<file path="config.mk">
export PLATFORM = sky130hd
export DESIGN_NAME = mem_load_unit_flat
export DESIGN_NICKNAME = d
export VERILOG_FILES = /design/src/rtl/mem_load_unit_pkg.sv /design/src/rtl/mem_load_unit_if.sv /design/src/rtl/mem_load_unit_extract.sv /design/src/rtl/mem_load_unit.sv /design/src/flat_wrapper.sv
export SDC_FILE = /design/constraint.sdc
export NUM_CORES = 1
export LEC_CHECK = 0
export BUFFER_PORTS_ARGS = -buffer_cell sky130_fd_sc_hd__buf_2
export CORE_ASPECT_RATIO = 1.4
export CORE_MARGIN = 2
export CORE_UTILIZATION = 25
export CTS_CLUSTER_SIZE = 16
export DETAILED_ROUTE_END_ITERATION = 16
export HOLD_SLACK_MARGIN = 0.02
export PLACE_DENSITY = 0.53
export SLEW_MARGIN = 20
export SYNTH_ARGS = -nofsm -noshare
export SYNTH_HDL_FRONTEND = slang
export SYNTH_SLANG_ARGS = --single-unit
</file>
<file path="constraint.sdc">
create_clock -name clk -period 2.7 [get_ports clk]
set_clock_uncertainty 0.2 [all_clocks]
set_input_delay 0.54 -clock clk [delete_from_list [all_inputs] [get_ports clk]]
set_output_delay 0.54 -clock clk [all_outputs]
set_load 0.01 [all_outputs]
</file>
<file path="src/rtl/mem_load_unit_pkg.sv">
// Shared encodings for the load unit: access-size codes, FSM state codes and the
// captured-request record, plus the alignment/legality rule used at acceptance.
package mem_load_unit_pkg;

  localparam logic [7:0] MEM_LEN_B = 8'd1;
  localparam logic [7:0] MEM_LEN_H = 8'd2;
  localparam logic [7:0] MEM_LEN_W = 8'd4;

  localparam logic [1:0] LD_IDLE  = 2'd0;
  localparam logic [1:0] LD_WAIT  = 2'd1;
  localparam logic [1:0] LD_DRAIN = 2'd2;

  typedef struct packed {
    logic [1:0] off;
    logic [7:0] len;
    logic       isSigned;
  } ld_req_t;

  // Unknown size codes are treated like a misaligned access so software sees AdEL.
  function automatic logic isBadLoad(input logic [1:0] addrLo, input logic [7:0] len);
    case (len)
      MEM_LEN_W: isBadLoad = (addrLo != 2'b00);
      MEM_LEN_H: isBadLoad = addrLo[0];
      MEM_LEN_B: isBadLoad = 1'b0;
      default:   isBadLoad = 1'b1;
    endcase
  endfunction

endpackage

</file>
<file path="src/rtl/mem_load_unit_if.sv">
// Word-read channel between the load unit (master) and data memory (slave).
interface mem_load_unit_if;

  logic        mem_req;
  logic [31:0] mem_addr;
  logic        mem_rvalid;
  logic [31:0] mem_rdata;

  modport master (output mem_req, output mem_addr, input mem_rvalid, input mem_rdata);
  modport slave  (input mem_req, input mem_addr, output mem_rvalid, output mem_rdata);

endinterface

</file>
<file path="src/rtl/mem_load_unit_extract.sv">
// Combinational lane select and extension of a returned memory word; the read-side
// mirror of the store lane replication.
module mem_load_unit_extract
  import mem_load_unit_pkg::*;
(
  input  logic [31:0] i_rdata,
  input  logic [1:0]  i_off,
  input  logic [7:0]  i_len,
  input  logic        i_signed,
  output logic [31:0] o_result
);

  logic [15:0] w_half;
  logic [7:0]  w_byte;

  assign w_half = i_off[1] ? i_rdata[31:16] : i_rdata[15:0];
  assign w_byte = i_rdata[{i_off, 3'b000} +: 8];

  always_comb begin
    o_result = i_rdata;
    case (i_len)
      MEM_LEN_H: o_result = {{16{i_signed & w_half[15]}}, w_half};
      MEM_LEN_B: o_result = {{24{i_signed & w_byte[7]}}, w_byte};
      default:   o_result = i_rdata;
    endcase
  end

endmodule

</file>
<file path="src/rtl/mem_load_unit.sv">
// M-stage load unit: checks alignment, issues a word read, waits for the response with
// a timeout, and hands the extended result to W. A flushed load still drains its response.
module mem_load_unit
  import mem_load_unit_pkg::*;
#(
  parameter int MAX_WAIT = 15
) (
  input  logic                   clk,
  input  logic                   reset,
  input  logic                   ld_valid,
  input  logic [31:0]            ld_addr,
  input  logic [7:0]             ld_len,
  input  logic                   ld_signed,
  input  logic                   flush,
  output logic                   ld_ready,
  output logic                   stall,
  mem_load_unit_if.master        mem,
  output logic                   wb_valid,
  output logic [31:0]            wb_data,
  output logic                   exc_adel,
  output logic                   exc_bus
);

  localparam int               CNT_W    = $clog2(MAX_WAIT + 1);
  localparam logic [CNT_W-1:0] LAST_CNT = CNT_W'(MAX_WAIT - 1);

  logic [1:0]       r_state;
  ld_req_t          r_req;
  logic [CNT_W-1:0] r_waitCnt;
  logic             r_memReq;
  logic [31:0]      r_memAddr;

  logic [31:0]      w_extData;
  logic             w_timeout;

  assign ld_ready     = (r_state == LD_IDLE);
  assign stall        = !ld_ready || (ld_valid && !flush);
  assign w_timeout    = !mem.mem_rvalid && (r_waitCnt == LAST_CNT);
  assign mem.mem_req  = r_memReq;
  assign mem.mem_addr = r_memAddr;

  mem_load_unit_extract u_extract (
    .i_rdata  (mem.mem_rdata),
    .i_off    (r_req.off),
    .i_len    (r_req.len),
    .i_signed (r_req.isSigned),
    .o_result (w_extData)
  );

  always_ff @(posedge clk) begin
    if (reset) begin
      r_state   <= LD_IDLE;
      r_req     <= '0;
      r_waitCnt <= '0;
      r_memReq  <= 1'b0;
      r_memAddr <= '0;
      wb_valid  <= 1'b0;
      wb_data   <= '0;
      exc_adel  <= 1'b0;
      exc_bus   <= 1'b0;
    end else begin
      wb_valid <= 1'b0;
      exc_adel <= 1'b0;
      exc_bus  <= 1'b0;
      case (r_state)
        LD_IDLE: begin
          if (ld_valid && !flush) begin
            if (isBadLoad(ld_addr[1:0], ld_len)) begin
              exc_adel <= 1'b1;
            end else begin
              r_req     <= '{off: ld_addr[1:0], len: ld_len, isSigned: ld_signed};
              r_memAddr <= {ld_addr[31:2], 2'b00};
              r_memReq  <= 1'b1;
              r_waitCnt <= '0;
              r_state   <= LD_WAIT;
            end
          end
        end
        LD_WAIT: begin
          // A response in the same cycle as a flush is consumed but never written back.
          if (mem.mem_rvalid) begin
            r_memReq <= 1'b0;
            r_state  <= LD_IDLE;
            if (!flush) begin
              wb_valid <= 1'b1;
              wb_data  <= w_extData;
            end
          end else if (w_timeout) begin
            r_memReq <= 1'b0;
            r_state  <= LD_IDLE;
            exc_bus  <= !flush;
          end else if (flush) begin
            r_waitCnt <= '0;
            r_state   <= LD_DRAIN;
          end else begin
            r_waitCnt <= r_waitCnt + CNT_W'(1);
          end
        end
        LD_DRAIN: begin
          if (mem.mem_rvalid || w_timeout) begin
            r_memReq <= 1'b0;
            r_state  <= LD_IDLE;
          end else begin
            r_waitCnt <= r_waitCnt + CNT_W'(1);
          end
        end
        default: begin
          r_memReq <= 1'b0;
          r_state  <= LD_IDLE;
        end
      endcase
    end
  end

endmodule

</file>
<file path="src/flat_wrapper.sv">
// flat-port wrapper written by rule: the top's interface ports become plain ports
module mem_load_unit_flat import mem_load_unit_pkg::*;
#(
  parameter int MAX_WAIT = 15
)
  (clk, reset, ld_valid, ld_addr, ld_len, ld_signed, flush, ld_ready, stall, wb_valid, wb_data, exc_adel, exc_bus, mem_mem_req, mem_mem_addr, mem_mem_rvalid, mem_mem_rdata);
  mem_load_unit_if mem_i ();
  input  logic clk;
  input  logic reset;
  input  logic ld_valid;
  input  logic [31:0] ld_addr;
  input  logic [7:0] ld_len;
  input  logic ld_signed;
  input  logic flush;
  output logic ld_ready;
  output logic stall;
  output logic wb_valid;
  output logic [31:0] wb_data;
  output logic exc_adel;
  output logic exc_bus;
  output wire logic [$bits(mem_i.mem_req)-1:0] mem_mem_req;
  output wire logic [$bits(mem_i.mem_addr)-1:0] mem_mem_addr;
  input wire logic [$bits(mem_i.mem_rvalid)-1:0] mem_mem_rvalid;
  input wire logic [$bits(mem_i.mem_rdata)-1:0] mem_mem_rdata;
  assign mem_mem_req = mem_i.mem_req;
  assign mem_mem_addr = mem_i.mem_addr;
  assign mem_i.mem_rvalid = mem_mem_rvalid;
  assign mem_i.mem_rdata = mem_mem_rdata;
  mem_load_unit #(.MAX_WAIT(MAX_WAIT)) u_core (.clk(clk), .reset(reset), .ld_valid(ld_valid), .ld_addr(ld_addr), .ld_len(ld_len), .ld_signed(ld_signed), .flush(flush), .ld_ready(ld_ready), .stall(stall), .mem(mem_i), .wb_valid(wb_valid), .wb_data(wb_data), .exc_adel(exc_adel), .exc_bus(exc_bus));
endmodule
</file>
* Yosys cells after proc, flatten, opt, wreduce, memory -nomap -nowiden *
Index checks and enable logic that the tools add are counted.

word-level totals
  bits in registers = 83
  input port bits = 78
  output and inout port bits = 70
  word-level logic and storage cells = 84

cells by class
  add/sub/neg operators = 1
  equality and inequality tests = 16
  shift-type cells = 1
  mux-type cells = 28
  bitwise gates (word level) = 9
  reduce and logical (&&, ||, !) cells = 18

operator list
  kind                                                    number
  case mux 32 bit (2 select lines)                        1
  indexed part select 32 x 6 -> 8 bit                     1
  2-to-1 mux 4 bit                                        6
  == test 8 x 1 -> 1 bit (second input constant)          2
  == test 8 x 2 -> 1 bit (second input constant)          2
  2-to-1 mux 16 bit                                       1
  2-to-1 mux 2 bit                                        6
  case mux 4 bit (3 select lines)                         1
  2-to-1 mux 1 bit                                        10
  inequality test 2 bit (second input constant)           5
  == test 8 x 3 -> 1 bit (second input constant)          1
  AND reduction 4 bit                                     2
  NOT 1 bit                                               7
  case mux 1 bit (3 select lines)                         2
  case mux 2 bit (3 select lines)                         1
  AND reduction 3 bit                                     2
  AND reduction 6 bit                                     1
  OR reduction 3 bit                                      2
  adder 4 x 1 -> 4 bit (second input constant)            1
  == test 4 bit (second input constant)                   1
  inequality test 4 x 3 -> 1 bit (second input constant)  1
  OR reduction 4 bit                                      1
  zero test 1 bit                                         3
  inequality test 3 x 2 -> 1 bit (second input constant)  1
  9 further kinds                                         12

* Longest topological paths before layout *
Gate-level depths: netlist (run 1).

  depth after elaboration = 8
  depth in mapped cells = 8
  mapped depth without buffers = 7

* By module *
A second synthesis (run 1) with hierarchy kept.

second synthesis, totals
  cells, all modules = 471
  area total of the unflattened synthesis = 3768.6 µm²

by module, submodules not included
  module                 instances  cells each  area an instance (µm²)  sequential area each (µm²)
  mem_load_unit          1          385         3081.7                  1661.6
  mem_load_unit_extract  1          86          686.9                   0.0

* Least setup slack after synthesis (run 1) *
No wires, ideal clock.

  path type = input-to-reg
  start point = input port ld_len[7]
  end point = register u_core.r_waitCnt[1]
  library setup time = 0.071 ns
  data arrival time = 1.889 ns
  path slack = 0.540 ns
  stages on the path = 5
  cell sequence = nor3_2 -> nand2_1 -> o41a_4 -> or4_1 -> a21oi_1

between the ends
  longest elaborated chain between the ends = 7
  elaborated cells between the ends (all ways) = 9
  those cells by class = eq/ne: 4; mux: 4; reduce/logical: 1

ends and longest elaborated chain
  what                                            RTL line                 source
  start, declared                                 flat_wrapper.sv:12       input logic [7:0] ld_len;
  == test 8 x 1 -> 1 bit (tied with other cells)  mem_load_unit_pkg.sv:21  case (len)
  case mux 1 bit (3 select lines) (*)             mem_load_unit_pkg.sv:21
  2-to-1 mux 1 bit (*)                            mem_load_unit.sv:67      if (ld_valid && !flush) begin
  2-to-1 mux 1 bit (*)                            mem_load_unit.sv:65      case (r_state)
  2-to-1 mux 1 bit (*)                            mem_load_unit.sv:51      if (reset) begin
  inequality test 2 bit (no source line) (*)      --
  AND reduction 6 bit (no source line) (*)        --
  end signal, assigned                            mem_load_unit.sv:96      r_waitCnt <= r_waitCnt + CNT_W'(1);
  end signal, assigned                            mem_load_unit.sv:104     r_waitCnt <= r_waitCnt + CNT_W'(1);
  end, declared                                   mem_load_unit.sv:29      logic [CNT_W-1:0] r_waitCnt;

Every way passes the cells marked *; elsewhere a longest branch is shown, timed or not. The select of a mux whose other input is x is not followed.
A chain may end at the register's enable or synchronous reset.

* Worst setup path after layout (run 1) *
  start point = register u_core.r_waitCnt[0]
  end point = register u_core.r_waitCnt[1]

between the ends
  longest elaborated chain between the ends = 5
  elaborated cells between the ends (all ways) = 12
  those cells by class = add/sub: 1; eq/ne: 3; mux: 5; reduce/logical: 3

ends and longest elaborated chain
  what                                                                    RTL line
  adder 4 x 1 -> 4 bit or == test 4 bit (tied branches)                   mem_load_unit.sv:96, mem_load_unit.sv:104, mem_load_unit.sv:38
  2-to-1 mux 4 bit or logical AND 1 bit (tied branches)                   mem_load_unit.sv:92, mem_load_unit.sv:38
  2-to-1 mux 4 bit or logical OR 1 bit (tied branches)                    mem_load_unit.sv:88, mem_load_unit.sv:100
  2-to-1 mux 4 bit or inequality test 2 bit (tied branches)               --
  case mux 4 bit (3 select lines) or AND reduction 6 bit (tied branches)  --

Several ways; a longest one is shown, not always the timed one. The select of a mux whose other input is x is not followed.

==> metrics.md, run 1 <==
| Metric | Value |
|---|---|
| Status | `finished clean` |
| Largest area contributor in the netlist | `dfxtp_1` |
| Multi-input gate area | `between 1500 and 2000 um2` |
| CTS Hold Buffers Added | `0` |
| Required @ worst endpoint | `roughly 2.8 ns` |
| Worst-skew pair later-pin latency | `around 0.34 ns` |
| H-tree levels | `3` |
| Critical path type | `flip-flop to flip-flop` |
| Hold crit path type | `input pin to flip-flop` |
| Top delay family on crit path | `compound AO/OA/AOI/OAI gates` |
| Chip width | `about 110 um` |
| Average wire per standard cell | `roughly 15 um` |
| Num rows | `between 50 and 60` |
| Worst EP arrival | `approximately 2.3 ns` |
| Mapped Area | `approximately 3700 um2` |
| CP Cell Sequence | `inv_1, ha_1, a31oi_1, o21bai_1, or4_1, a21oi_1` |
| Flops & latches, synth | `between 80 and 90` |
| # setup viols final | `0` |
| Dpl hpwl | `8340 um` |
| FF-to-FF path depth | `6` |
| FMAX | `0.445 GHz` |
| Starting Density | `approximately a quarter` |
| DRT Wirelength | `around 11000 um` |
| CP Launch Type | `flip-flop` |
| CTS tree | `done` |
| Post-synth cell types | `46` |
| VDD IR max | `about 0.25 mV` |
| Commonest non-fill, non-tap cell in the layout | `buf_2` |
| Top-area cell type share of the netlist area | `44.7%` |
| Port Buf Inserts | `between 100 and 150` |
| Cell count along the critical path | `6` |
| Die Ht | `148 um` |
| Fin Setup TNS | `0 ns` |
| Sequential area share after synthesis | `44.7%` |
| Drt via density | `around 4.7` |
| Placed insts | `731` |
| Fin nets | `about 640` |
| Number of remaining DRC errors | `0` |
| Setup bufs post-CTS | `0` |
| Root buf cell | `clkbuf_16` |
| Initial drt markers | `101` |
| Final Cycle Share | `between 80 and 90%` |
| Slew at the pin closest to its max-slew limit | `around 0.76 ns` |
| Syn Area/Cell | `about 9 um2` |
| Critical-path top delay cell | `or4_1` |
| Initial antenna violation count | `0` |
| I/O pin total | `~150` |
| Clock-pin slew on the worst setup and hold paths | `~0.06 ns` |
| GR Overflow Total | `0` |
| Cts repair resizes | `0` |
| Power Density | `approximately 550 nW/um2` |
| Number of global-route vias before repair | `~3400` |
| GRT Total Usage | `around 14%` |
| Leakage | `2.12 nW` |
| Pre-Repair DR Iteration Count | `4` |
| Pre-CTS setup slack | `approximately 0.34 ns` |
| N_diodes | `0` |
| Routed via count | `3500` |
| Period minus WS final | `~2.2 ns` |
| Final design utilization | `between 30% and 40%` |
| Worst stage delay on the critical path | `0.52 ns` |
| Syn Inst Count | `between 400 and 500` |
| RePlAce Congestion | `0.771` |
| Buf/Inv on CP | `1` |
| Max_slew headroom | `48.7%` |
| Final Max Tran Viols | `0` |
| PnR worst setup slack | `0.454 ns` |
| Hold Crit Depth | `2` |
| Area growth from synthesis to layout | `34.3%` |
| CP max FO | `8` |
| Max Root-Sink Buffers | `2` |
| Unrepaired setup endpoints after global routing | `false` |
| DRT antenna net count | `0` |
| Synth area leaders | `dfxtp_1 (45%), mux2i_1 (10%), nor2_1 (8.0%)` |
| MaxCap Viol Count | `0` |
| Share of post-route cells with drive strength above 1 | `roughly 33%` |
| Crit path capture type | `flip-flop` |
| Commonest non-fill, non-tap cells in the layout | `buf_2 (145), dfxtp_1 (83), nor2_1 (79)` |
| Non-Filler Instances | `about 750` |
| Pin count of the biggest net entering global routing | `40` |
| Reg area | `approximately 1700 um2` |
| First-pass GRT wire length | `about 17000 um` |
| Area of the core | `around 15000 um2` |
| Synth Warn # | `0` |
| # fillers | `1543` |
| Die ar. | `approximately 16000 um2` |
| CTS buffer count | `9` |
| Hold Vio Cnt, Final | `0` |
| CTS sink cnt | `83` |
power by group:
group	total [mW]	internal (mW)	switching (mW)
logic	0.146	0.0674	0.0786
clock network	1.36	0.860	0.497
registers	1.23	1.23	0.000835
total	2.73	2.15	0.577
metal layers:
metal | track usage, % | wire length, um | vias to the layer above
met2 | 25.2 | 5710 | 121
met5 | 0 | 0 | -
met4 | 5.84 | 212 | 0
met3 | 2.15 | 550 | 15
met1 | 16.5 | 4510 | 1630
li1 | - | - | 1734
cell type report:
type / count / share of cell area [%]
flip-flops and latches: 83 / 33.3
repair buffers: 156 / 16.7
multi-input cells: 298 / 38.3
clock buffers: 12 / 5.14
inverters: 5 / 0.376
well taps: 189 / 4.74
clock inverters: 4 / 1.45
cell families after synthesis:
kind of cell               count (synthesis)  share of synthesized area (%)
DFF                                       83                           44.7
muxes                                     46                           13.0
other                                      1                          0.101
adders and majority gates                  6                           2.02
xor gates and xnor gates                   1                          0.236
AOI/OAI and AO/OA                         82                           16.4
and+or+nand+nor                          161                           19.4
buffers and inverters                     34                           4.11
flip-flops by register name (all words and copies together), names as in the netlist:
name                 cells
u_core.wb_data          32
u_core.mem.mem_addr     30
u_core.r_req            11
u_core.r_waitCnt         4
u_core.r_state           2
u_core.exc_adel          1
u_core.exc_bus           1
u_core.mem.mem_req       1
u_core.wb_valid          1
worst register-to-register path, stage by stage (launching register included):
cell	delay, ns
dfxtp_1	0.41
inv_1	0.07
ha_1	0.21
a31oi_1	0.36
o21bai_1	0.27
or4_1	0.52
a21oi_1	0.14
stage by stage:
stage	hold WS, ns	power (mW)	instance area [um2]
finish	0.207	2.73	4990
global route	0.219	2.83	4990
CTS	0.195	2.77	4990
detailed placement	0.246	1.40	4660
global placement	0.243	1.40	4660
floorplan	0.231	1.31	3720
cell usage after synthesis (all sizes together):
cell type  instances
nor3               4
buf               10
a21oi             10
nor2b              3
or4                2
a311oi             8
o211ai             1
o31ai              2
nor2              79
mux4               1
nand2             40
a21o               8
a2bb2oi            7
a31oi              2
nand3b             2
dfxtp             83
mux2i             37
o21bai             1
nand3              5
ha                 6
nor4b              1
xor2               1
mux2               8
and4               1
nor4               4
or2                2
o21ai              8
o41a               1
and3b              1
nand4              1
a211oi            24
inv                5
o21a               2
and2               6
o41ai              1
conb               1
nand2b            10
a32oi              7
clkbuf            19
path summary, 6_finish.rpt:
kind / startpoint / to / slack [ns]
worst max register to register: u_core.r_waitCnt[0]$_SDFFE_PP0P_ / u_core.r_waitCnt[1]$_SDFFE_PP0P_ / 0.45
worst max-delay path: u_core.r_waitCnt[0]$_SDFFE_PP0P_ / u_core.r_waitCnt[1]$_SDFFE_PP0P_ / 0.45
worst min-delay path: mem_mem_rvalid / u_core.exc_bus$_SDFF_PP0_ / 0.21
worst min register to register: u_core.r_req[6]$_SDFFE_PP0P_ / u_core.r_req[6]$_SDFFE_PP0P_ / 0.26
Note: power is estimated with default switching activity, not from simulation.
==> run 2: changes to the inputs <==
- clock period: 2.7 -> 2.1 ns (I/O delays scaled with it)
==> run 2 against run 1 <==
Routed wire length up 2.0%. Register-to-register slack worse by 0.36 ns. Fmax up 12%. Critical path depth up 1. Critical path type unchanged. Sequential share of layout area down 0.93 points. Global-route usage up 0.10 points. Cell count up 2.9%. Clock power up 8%. Hold slack worse by 0.097 ns. Flip-flop and latch count unchanged. Via count up 2.6%. First-iteration DRC count up 4.0%.
==> metrics.md, run 2 (same netlist as run 1, synthesis figures left out) <==
| Metric | Value |
|---|---|
| Status | `finished clean` |
| H-tree levels | `3` |
| Placed insts | `753` |
| Period minus WS final | `between 2 and 2.5 ns` |
| Average wire per standard cell | `about 15 um` |
| Clock-pin slew on the worst setup and hold paths | `about 0.06 ns` |
| DRT antenna net count | `0` |
| FMAX | `roughly 0.5 GHz` |
| GRT Total Usage | `approximately 14%` |
| Slew at the pin closest to its max-slew limit | `between 0.5 and 0.6 ns` |
| CTS buffer count | `9` |
| Max Root-Sink Buffers | `2` |
| Pre-CTS setup slack | `-0.103 ns` |
| Initial antenna violation count | `0` |
| Largest register FFs | `32` |
| Hold crit path type | `input pin to flip-flop` |
| Chip width | `~110 um` |
| Critical path type | `flip-flop to flip-flop` |
| Top delay family on crit path | `simple AND/OR/NAND/NOR gates` |
| Initial drt markers | `~110` |
| CTS tree | `done` |
| Setup bufs post-CTS | `0` |
| Area of the core | `between 10000 and 15000 um2` |
| Leakage | `around 2.2 nW` |
| Dpl hpwl | `between 8000 and 9000 um` |
| Number of global-route vias before repair | `about 3600` |
| Port Buf Inserts | `145` |
| Hold Vio Cnt, Final | `0` |
| # setup viols final | `0` |
| Pin count of the biggest net entering global routing | `40` |
| Non-Filler Instances | `about 770` |
| Pre-Repair DR Iteration Count | `4` |
| # fillers | `roughly 1500` |
| Number of remaining DRC errors | `0` |
| N_diodes | `0` |
| Crit path capture type | `flip-flop` |
| Final Cycle Share | `95.6%` |
| Critical path startpoint | `u_core.r_state[1]$_SDFFE_PP0P_` |
| Routed via count | `about 3600` |
| Most flops, register | `u_core.wb_data` |
| Num rows | `between 50 and 60` |
| Final Max Tran Viols | `0` |
| Die Ht | `about 150 um` |
| CTS sink cnt | `between 80 and 90` |
| Critical-path top delay cell | `nor4_2` |
| Worst stage delay on the critical path | `around 0.35 ns` |
| Required @ worst endpoint | `around 2.1 ns` |
| Buf/Inv on CP | `2` |
| First-pass GRT wire length | `approximately 18000 um` |
| Final design utilization | `~35%` |
| Die ar. | `roughly 16000 um2` |
| Fin nets | `659` |
| MaxCap Viol Count | `0` |
| Worst-skew pair later-pin latency | `~0.33 ns` |
| Power Density | `around 630 nW/um2` |
| CP max FO | `31` |
| PnR worst setup slack | `between 0.09 and 0.1 ns` |
| RePlAce Congestion | `0.792` |
| Drt via density | `around 4.7` |
| Worst hold path startpoint | `mem_mem_rvalid` |
| GR Overflow Total | `0` |
| VDD IR max | `between 0.2 and 0.3 mV` |
| Commonest non-fill, non-tap cells in the layout | `buf_2 (145), dfxtp_1 (82), nor2_1 (79)` |
| Root buf cell | `clkbuf_16` |
| Unrepaired setup endpoints after global routing | `false` |
| Max_slew headroom | `approximately 61%` |
| Worst EP arrival | `roughly 2 ns` |
| Commonest non-fill, non-tap cell in the layout | `buf_2` |
| Area growth from synthesis to layout | `38.3%` |
| CP Cell Sequence | `inv_1, ha_1, nand3b_1, nor4_2, buf_12, mux2i_1, nor2_1` |
| Starting Density | `around 26%` |
| I/O pin total | `148` |
| Reg-to-reg startpoint | `u_core.r_state[1]$_SDFFE_PP0P_` |
| DRT Wirelength | `roughly 11000 um` |
| Share of post-route cells with drive strength above 1 | `36.2%` |
| CP Launch Type | `flip-flop` |
==> run 2: cell types whose count changed in the layout (fill, tap and decap cells not counted), moves of 2 or more <==
| cell | delta |
|---|---|
| nor4_2 | +2 |
| clkbuf_1 | +2 |
| bufinv_16 | -2 |
| buf_4 | +21 |
| nor4_1 | -2 |
==> run 2: final cells by class <==
| type | count | area [um2] | share of cell area (%) |
|---|---|---|---|
| Inverter | 5 | 18.8 | 0.365 |
| Multi-Input combinational cell | 298 | 1940 | 37.7 |
| Sequential cell | 83 | 1660 | 32.4 |
| Clock inverter | 2 | 10.0 | 0.195 |
| Clock buffer | 14 | 264 | 5.14 |
| Timing Repair Buffer | 178 | 1010 | 19.7 |
| Tap cell | 189 | 236 | 4.60 |
==> run 2: path summary, 6_finish.rpt <==
| check | end | slack (ns) | depth (start not counted) |
|---|---|---|---|
| setup / recovery | u_core.mem.mem_addr[24]$_SDFFE_PP0P_ | 0.09 | 7 |
| hold / removal | u_core.exc_bus$_SDFF_PP0_ | 0.11 | 2 |
| setup reg to reg | u_core.mem.mem_addr[24]$_SDFFE_PP0P_ | 0.09 | 7 |
| hold reg to reg | u_core.r_req[6]$_SDFFE_PP0P_ | 0.26 | 1 |
==> run 2: worst register-to-register path, stage by stage, from the launching register on <==
cell and delay (ns):
dfxtp_1 0.34, inv_1 0.10, ha_1 0.17, nand3b_1 0.13, nor4_2 0.35, buf_12 0.30
mux2i_1 0.26, nor2_1 0.06
==> run 2: per-stage QoR <==
stage | total power, mW | TNS [ns] | area (um2) | hold slack, ns
floorplan | 1.69 | 0 | 3720 | 0.231
global placement | 1.82 | -0.879 | 4840 | 0.245
detailed placement | 1.82 | -2.51 | 4840 | 0.248
CTS | 3.32 | 0 | 5110 | 0.0909
global route | 3.40 | 0 | 5140 | 0.115
finish | 3.25 | 0 | 5140 | 0.111
==> run 2: where the power goes <==
| part | internal (mW) | switching (mW) |
|---|---|---|
| combinational | 0.100 | 0.107 |
| sequential | 1.58 | 0.000921 |
| clock | 0.864 | 0.606 |
| total | 2.54 | 0.714 |
==> run 2: timing repair <==
action	4_1_cts	5_1_grt
gates resized for setup	0	6
hold endpoints to repair	0	0
hold buffers	0	0
endpoints found under the setup margin	0	2
==> run 2: layer usage <==
| layer | wire, um | vias up | global-route usage [%] |
|---|---|---|---|
| met4 | 206 | 0 | 5.00 |
| met5 | 0 | - | 0 |
| met3 | 566 | 15 | 3.33 |
| met1 | 4620 | 1696 | 16.0 |
| met2 | 5810 | 106 | 25.7 |
| li1 | - | 1773 | - |
==> run 3: changes to the inputs <==
- BUFFER_PORTS_ARGS: -buffer_cell sky130_fd_sc_hd__buf_2 -> unset
- DONT_BUFFER_PORTS: unset -> 1
- PLACE_DENSITY: 0.53 -> 0.44
==> run 3 against run 2 <==
The run now ends with hold timing left. Global-route usage fell by 1.3 points. Critical path depth stayed put. Via count is 17% lower. Hold slack got worse by 0.16 ns. Fmax rose by 1.5%. Cell count fell by 20%. Register-to-register slack gained 0.03 ns. Largest power group is now clock. Flip-flop and latch count did not move.
==> metrics.md, run 3 (same netlist as run 1, synthesis figures left out) <==
| Metric | Value |
|---|---|
| Fin Setup TNS | `0 ns` |
| Critical-path top delay cell | `dlygate4sd3_1` |
| Initial drt markers | `107` |
| Largest register FFs | `32` |
| Share of post-route cells with drive strength above 1 | `between 10% and 20%` |
| First-pass GRT wire length | `about 16000 um` |
| PnR worst setup slack | `about 0.12 ns` |
| RePlAce Congestion | `around 0.79` |
| Number of global-route vias before repair | `roughly 3000` |
| Initial antenna violation count | `0` |
| Worst-skew pair later-pin latency | `0.33 ns` |
| Power Density | `741 nW/um2` |
| Num rows | `52` |
| Failing checks | `hold timing` |
| Reg area | `roughly 1700 um2` |
| Die ar. | `15900 um2` |
| Buf/Inv on CP | `3` |
| CTS sink cnt | `just over 80` |
| Pre-CTS setup slack | `slightly above 0.02 ns` |
| Port Buf Inserts | `0` |
| Pre-Repair DR Iteration Count | `4` |
| Number of remaining DRC errors | `0` |
| GR Overflow Total | `0` |
| # setup viols final | `0` |
| Required @ worst endpoint | `between 2 and 2.5 ns` |
| Final Max Tran Viols | `0` |
| CTS buffer count | `9` |
| H-tree levels | `3` |
| MaxCap Viol Count | `0` |
| Hold crit path type | `input pin to flip-flop` |
| Setup bufs post-CTS | `0` |
| Leakage | `around 1.5 nW` |
| Commonest non-fill, non-tap cell in the layout | `dfxtp_1` |
| CTS Hold Buffers Added | `3` |
| N_diodes | `0` |
| Pin count of the biggest net entering global routing | `80` |
| Area growth from synthesis to layout | `17.4%` |
| Chip width | `107 um` |
| Die Ht | `148 um` |
| Root buf cell | `clkbuf_16` |
| Worst stage delay on the critical path | `0.55 ns` |
| VDD IR max | `0.333 mV` |
| Starting Density | `approximately 26%` |
| Final Cell Area | `around 4400 um2` |
| Overall power | `about 3.2 mW` |
| I/O pin total | `around 150` |
| Average wire per standard cell | `16.9 um` |
| Unrepaired setup endpoints after global routing | `false` |
| Dpl hpwl | `~7600 um` |
| Worst EP arrival | `1.99 ns` |
| CP Cell Sequence | `inv_1, ha_1, nor2b_2, buf_4, nand2_2, nor2_1, dlygate4sd3_1` |
| Status | `finished with violations` |
| Area of the core | `about 15000 um2` |
| Post-DP Area | `roughly 4000 um2` |
| DRT antenna net count | `0` |
| Non-Filler Instances | `around 620` |
| Fin nets | `between 500 and 600` |
| Multi-input gate area | `about 1900 um2` |
| Final design utilization | `~30%` |
| Max Root-Sink Buffers | `2` |
| Final Cycle Share | `between 90% and 100%` |
| Drt via density | `~4.9` |
| CP Launch Type | `flip-flop` |
| Hold Vio Cnt, Final | `49` |
| Crit path capture type | `flip-flop` |
| DRT Wirelength | `around 10000 um` |
| Hold Slack | `-0.0483 ns` |
| FMAX | `roughly 0.51 GHz` |
| GRT Total Usage | `12.8%` |
| CTS tree | `done` |
| Top delay family on crit path | `buffers and inverters` |
| # fillers | `1549` |
| Period minus WS final | `~2.0 ns` |
| CP max FO | `5` |
| Critical path type | `flip-flop to flip-flop` |
| Routed via count | `2984` |
| Commonest non-fill, non-tap cells in the layout | `dfxtp_1 (81), nor2_1 (79), nand2_1 (39)` |
| Most flops, register | `u_core.wb_data` |
| Placed insts | `approximately 600` |
| Clock-pin slew on the worst setup and hold paths | `approximately 0.06 ns` |
run 3: path summary, 6_finish.rpt:
kind	from	slack, ns	depth (start not counted)	end
worst max-delay path	u_core.r_state[1]$_SDFFE_PP0P_	0.12	7	u_core.wb_valid$_SDFF_PP0_
worst min register to register	u_core.r_req[7]$_SDFFE_PP0P_	0.26	1	u_core.r_req[7]$_SDFFE_PP0P_
worst max register to register	u_core.r_state[1]$_SDFFE_PP0P_	0.12	7	u_core.wb_valid$_SDFF_PP0_
worst min-delay path	reset	-0.05	1	u_core.mem.mem_addr[19]$_SDFFE_PP0P_
run 3: repair_timing:
action	CTS	global route
endpoints found under the hold margin	78	76
setup endpoints to repair	0	13
gates resized for setup	0	6
run 3: worst register-to-register path, cell delays in order (launching register included):
cell and delay [ns]:
dfxtp_2 0.35, inv_1 0.07, ha_1 0.21, nor2b_2 0.17, buf_4 0.15, nand2_2 0.12
nor2_1 0.06, dlygate4sd3_1 0.55
run 3: cell type report:
type / count / area share (%)
clock buffers: 11 / 5.33
clock inverters: 5 / 1.43
inverters: 5 / 0.430
multi-input cells: 298 / 44.0
flip-flops and latches: 83 / 38.1
well taps: 189 / 5.42
repair buffers: 24 / 5.28
run 3: layer usage:
layer  share of wire, %  track usage (%)  routed length, um  vias up
met3                9.7             5.35               1010       13
li1                   -                -                  -     1475
met1                 39             14.1               4100     1377
met2                 49             22.0               5110      119
met5                  0                0                  0        -
met4                1.8             4.68                187        0
run 3: where the power goes:
part | internal (mW) | leakage, nW | switching [mW]
clock network | 0.929 | 0.136 | 0.659
registers | 1.58 | 0.669 | 0.00225
logic | 0.0370 | 0.684 | 0.0316
